### config.mk
export PLATFORM = sky130hd
export DESIGN_NAME = bypass_ctrl
export DESIGN_NICKNAME = d
export VERILOG_FILES = /design/src/rtl/bypass_ctrl.sv
export SDC_FILE = /design/constraint.sdc
export NUM_CORES = 1
export LEC_CHECK = 0
export BUFFER_PORTS_ARGS = -buffer_cell sky130_fd_sc_hd__buf_2
export CAP_MARGIN = 25
export CORE_AREA = 2 2 117 119
export DETAILED_ROUTE_END_ITERATION = 6
export DIE_AREA = 0 0 119 121
export PLACE_DENSITY = 0.81
export SYNTH_ARGS = -nofsm -noshare
export SYNTH_HDL_FRONTEND = slang
export SYNTH_SLANG_ARGS = --single-unit
### constraint.sdc
create_clock -name clk -period 4.2 [get_ports clk]
set_input_delay 0.42 -clock clk [delete_from_list [all_inputs] [get_ports clk]]
set_output_delay 0.42 -clock clk [all_outputs]
set_load 0.02 [all_outputs]
### src/rtl/bypass_ctrl.sv
// Operand bypass / interlock controller for the decode-issue stage.
// Resolves each source operand against in-flight writers and owns the ID/EX operand register.
module bypass_ctrl #(
  parameter int XLEN      = 32,
  parameter int NSRC      = 2,
  parameter int NSTAGE    = 2,
  parameter int FWD_EN    = 1,
  parameter int STALL_MAX = 64
) (
  input  logic                   clk,
  input  logic                   rst,
  input  logic                   id_valid,
  input  logic [NSRC*5-1:0]      id_rs_s,
  input  logic [NSRC-1:0]        id_rs_use,
  input  logic [NSRC*XLEN-1:0]   id_rs_v,
  input  logic [NSTAGE-1:0]      byp_valid,
  input  logic [NSTAGE-1:0]      byp_regf_we,
  input  logic [NSTAGE*5-1:0]    byp_rd_s,
  input  logic [NSTAGE-1:0]      byp_ready,
  input  logic [NSTAGE*XLEN-1:0] byp_data,
  input  logic                   hold,
  input  logic                   flush,
  output logic                   stall,
  output logic                   ex_valid,
  output logic [NSRC*XLEN-1:0]   ex_rs_v,
  output logic [NSRC-1:0]        ex_fwd,
  output logic [31:0]            stall_cnt,
  output logic                   err
);

  localparam int RW = $clog2(STALL_MAX + 1);
  localparam logic [RW-1:0] RUN_MAX = RW'(STALL_MAX);

  logic [NSRC-1:0]      op_stall;
  logic [NSRC-1:0]      op_fwd;
  logic [NSRC*XLEN-1:0] op_val;

  generate
    for (genvar gi = 0; gi < NSRC; gi++) begin : g_src
      logic [4:0]      rs;
      logic            qual;
      logic            hit;
      logic            sel_rdy;
      logic            sel_ok;
      logic [XLEN-1:0] sel_data;

      assign rs   = id_rs_s[5*gi +: 5];
      assign qual = id_valid && id_rs_use[gi] && (rs != 5'd0);

      // Scan oldest to youngest so the youngest matching stage overrides.
      always_comb begin
        hit      = 1'b0;
        sel_rdy  = 1'b0;
        sel_ok   = 1'b0;
        sel_data = '0;
        for (int k = NSTAGE - 1; k >= 0; k--) begin
          if (byp_valid[k] && byp_regf_we[k] && (byp_rd_s[5*k +: 5] == rs)) begin
            hit      = 1'b1;
            sel_rdy  = byp_ready[k];
            sel_ok   = (FWD_EN != 0) || (k == NSTAGE - 1);
            sel_data = byp_data[XLEN*k +: XLEN];
          end
        end
      end

      assign op_fwd[gi]                 = qual && hit && sel_rdy && sel_ok;
      assign op_stall[gi]               = qual && hit && !(sel_rdy && sel_ok);
      assign op_val[XLEN*gi +: XLEN]    = op_fwd[gi] ? sel_data : id_rs_v[XLEN*gi +: XLEN];
    end
  endgenerate

  assign stall = |op_stall;

  logic                 ex_valid_q, ex_valid_d;
  logic [NSRC*XLEN-1:0] ex_rs_v_q, ex_rs_v_d;
  logic [NSRC-1:0]      ex_fwd_q, ex_fwd_d;
  logic [31:0]          stall_cnt_q, stall_cnt_d;
  logic [RW-1:0]        run_q, run_d;
  logic                 err_q, err_d;

  always_comb begin
    ex_valid_d = ex_valid_q;
    ex_rs_v_d  = ex_rs_v_q;
    ex_fwd_d   = ex_fwd_q;
    if (flush) begin
      ex_valid_d = 1'b0;
      ex_rs_v_d  = '0;
      ex_fwd_d   = '0;
    end else if (hold) begin
      ex_valid_d = ex_valid_q;
    end else if (id_valid && !stall) begin
      ex_valid_d = 1'b1;
      ex_rs_v_d  = op_val;
      ex_fwd_d   = op_fwd;
    end else begin
      ex_valid_d = 1'b0;
      ex_rs_v_d  = '0;
      ex_fwd_d   = '0;
    end

    stall_cnt_d = stall_cnt_q;
    if (stall && !hold && !flush && (stall_cnt_q != 32'hFFFF_FFFF))
      stall_cnt_d = stall_cnt_q + 32'd1;

    // Run length counts every stalled cycle, including held ones.
    if (!stall)
      run_d = '0;
    else if (run_q != RUN_MAX)
      run_d = run_q + 1'b1;
    else
      run_d = run_q;

    err_d = err_q || (run_d == RUN_MAX);
  end

  always_ff @(posedge clk or posedge rst) begin
    if (rst) begin
      ex_valid_q  <= 1'b0;
      ex_rs_v_q   <= '0;
      ex_fwd_q    <= '0;
      stall_cnt_q <= '0;
      run_q       <= '0;
      err_q       <= 1'b0;
    end else begin
      ex_valid_q  <= ex_valid_d;
      ex_rs_v_q   <= ex_rs_v_d;
      ex_fwd_q    <= ex_fwd_d;
      stall_cnt_q <= stall_cnt_d;
      run_q       <= run_d;
      err_q       <= err_d;
    end
  end

  assign ex_valid  = ex_valid_q;
  assign ex_rs_v   = ex_rs_v_q;
  assign ex_fwd    = ex_fwd_q;
  assign stall_cnt = stall_cnt_q;
  assign err       = err_q;

endmodule

==> impl_results.md <==
* Status: finished clean
* Initial antenna violation count at 6
* Initial DRT Pass Iterations at 6
* Via Count at 6696
* Max-slew violation count at 0
* Setup TNS at 0 ns
* CP arrival at 2.48 ns
* Leak at 3.863 nW
* Clk sinks at 107
* Reg2reg setup slack at 1.32 ns
* First-pass GRT wire length at 32.42 mm
* Post-synth top area share at 42.08%
* Simple-Gate Fraction of Synth Area at 23.24%
* Final Non-Filler Cells at 1176
* Post-Syn Area at 6362 sq um
* Multiplexer share of the synthesized area at 5.939%
* P&R area growth vs syn at 26.80%
* Routability cong. at 0.9821
* DP Cell Count at 1155
* Hold crit path type: in2async
* Die X at 119 microns
* Vias per inst at 5.694
* Cell taking the most area after synthesis: dfrtp_1
* Most frequent cell after synthesis: nand2_1
* Hold slack at 0.01067 ns
* Root buffer cell: clkbuf_16
* Final hold vios at 0
* Layout cells sized above 1 at 31.02%
* Sequential area share after synthesis at 42.08%
* Post-synthesis compound-gate area fraction at 15.50%
* Post-CTS setup buffer count at 0
* Cell breakdown of the critical path: buf_2 > xor2_1 > nor4_2 > nand2_2 > buf_4 > mux2_4 > a2bb2oi_4 > inv_1 > buf_2
* Dpl hpwl at 15.86 mm
* Syn Inst Count at 759
* Die H at 121 microns
* H-tree levels at 3
* Cts bufs inserted at 9
* R2R Path Start: stall_cnt[13]
* Crit start category: input port
* CTS resizes at 0
* Vias in the first global route at 5946
* DRT iter0 DRCs at 844
* Core Footprint at 13090 sq um
* Ys Warns at 0
* Seq cells post-synth at 107
* WS Path Type: in2out
* Overall power at 2.239 mW
* EDFF count, synth at 0
* XOR/XNOR Fraction of Synth Area at 7.984%
* Critical Path Sink Type: output pin
* Bufs on Longest Clock Path at 2
* GRT Residual Overflow at 0
* Crit-path max cell delay at 0.46 ns
* Die area at 14400 sq um
* Nets at 1155
* Syn Area/Cell at 8.383 sq um
* Wire length per cell at 18.26 microns
* Setup-failing EPs final at 0
* Worst Path Max Fanout at 33
* Adder-cell share of the synthesized area at 0.5900%
* Clock slew at reported path FFs at 0.07 ns
* Max-Cap Viols at 0
* Io pins at 262
* PortBufs at 261
* GRT Util Overall at 28.90%
* Critical Path RT at 3.78 ns
* Combinational family with the most area after synthesis: simple AND/OR/NAND/NOR gates
* Largest net degree at the start of global routing at 82
* Number of library cell types mapped by synthesis at 53
* Slew @ Worst Pin at 0.9130 ns
* DRC at 0
* Pwr Density at 277.6 nW/um^2
* Post-CTS Hold Buffers at 0
* Number of nets with antenna violations after routing at 0
* Unrepaired setup endpoints after global routing: false
* Routed WL at 21.47 mm
* Final Critical Period at 2.899 ns
* Initial Utilization at 48.62%
* Maximum VDD drop at 170.8 uV
* Most common cell on crit path: buf_2
* Main synth FF type: dfrtp_1
* Slowest stage cell on the critical path: nor4_2
* Peak Freq at 0.3449 GHz
* Worst R2R End: stall_cnt[1]
* Synth area leaders: dfrtp_1 (42%), nand2_1 (11%), xor2_1 (5.5%), mux2i_1 (5.3%), a21oi_1 (5.1%)
* Synth top cells by count: nand2_1 (181), dfrtp_1 (107), a21oi_1 (65), o21ai_0 (46), o21ai_1 (45)
* Std cell rows at 42
* Worst rel slew slack at 39.13%
* Worst-Skew Late Latency at 0.35 ns
* Path depth of the worst reg2reg path at 6
* Final worst path period share at 69.03%
* Asr flop ratio synth at 100.0%
* Setup Skew at 0.003939 ns
* TritonCTS clock tree: yes
* Synthesized net count at 923
## cell usage in the layout, fill, tap and decap left out, types with 2 or more instances in the layout
master,instances
clkbuf_16,9
diode_2,4
nand3_2,2
nor2_1,20
a21oi_1,65
nand2_1,181
dfrtp_1,107
mux2i_1,34
o21ai_1,45
and2_1,3
nand4_1,41
nor3b_1,3
nand3_1,18
and3_1,5
clkinvlp_4,2
clkbuf_8,2
nor3_1,16
xor2_1,40
and4_1,3
inv_6,3
o31ai_1,8
buf_2,261
ha_1,3
or3_1,3
nor4_1,7
xnor2_1,18
buf_4,13
inv_1,6
nor4b_1,2
o21ai_0,46
## metrics by stage
| stage | instance area, sq um | setup WS, ns | util [%] |
|---|---|---|---|
| 2_1_floorplan | 6362 | 0.9628 | - |
| 3_3_place_gp | 7736 | 1.189 | 59.12 |
| 3_5_place_dp | 7736 | 1.117 | 59.12 |
| 4_1_cts | 8030 | 1.312 | 61.37 |
| 5_1_grt | 8063 | 1.124 | 61.62 |
| 6_report | 8068 | 1.301 | 61.66 |
## power breakdown
| group | switching, mW | internal [mW] | leakage [nW] |
|---|---|---|---|
| Clock | 0.416 | 0.442 | 0.139 |
| Sequential | 0.0149 | 1.05 | 1.47 |
| Combinational | 0.192 | 0.120 | 2.26 |
| Total | 0.623 | 1.62 | 3.86 |
## logic make-up after synthesis
| group | Yosys count |
|---|---|
| mux | 37 |
| simple gates | 317 |
| fa+ha+maj | 3 |
| compound gates | 176 |
| buf+inv | 61 |
| xor+xnor | 58 |
| flops | 107 |
## critical path: cells and delay by family
| family | cells | cell delay (ns) |
|---|---|---|
| buf+inv | 4 | 0.62 |
| xor+xnor | 1 | 0.17 |
| mux | 1 | 0.37 |
| compound gates | 1 | 0.35 |
| simple gates | 2 | 0.54 |
## registers in the layout, indices dropped and copies added, names as in the netlist
register and flops:
ex_rs_v 64, stall_cnt 32, run_q 7, ex_fwd 2
err 1, ex_valid 1
## how the worst max path moves through the flow
stage              endpoint  slack (ns)           from  cells past startpoint
2_1_floorplan           err        0.96            rst                      1
3_3_place_gp    ex_rs_v[45]        1.19     id_rs_s[8]                     10
3_5_place_dp    ex_rs_v[39]        1.12    byp_rd_s[3]                     10
4_1_cts               stall        1.31    byp_rd_s[3]                      9
5_1_grt        stall_cnt[1]        1.12  stall_cnt[13]                      6
6_report              stall        1.30    byp_rd_s[3]                      9
## final cells by class
class,instances,area [sq um]
well taps,176,220.2
flip-flops and latches,107,2678
clock buffers,11,252.7
repair buffers,275,1431
inverters,7,28.78
diodes,4,10.01
multi-input cells,591,3406
clock inverters,5,41.29
fillers,1177,5017
## layer usage
metal,up-vias,GRT usage [%],share of wire [%],wire (microns)
met3,51,6.673,10,2139
met2,384,45.26,46,9934
met4,4,8.557,2.0,433
li1,3111,-,-,-
met1,3146,40.10,42,8938
met5,-,0,0.13,27
No activity file was read; power rests on OpenSTA's default activity.
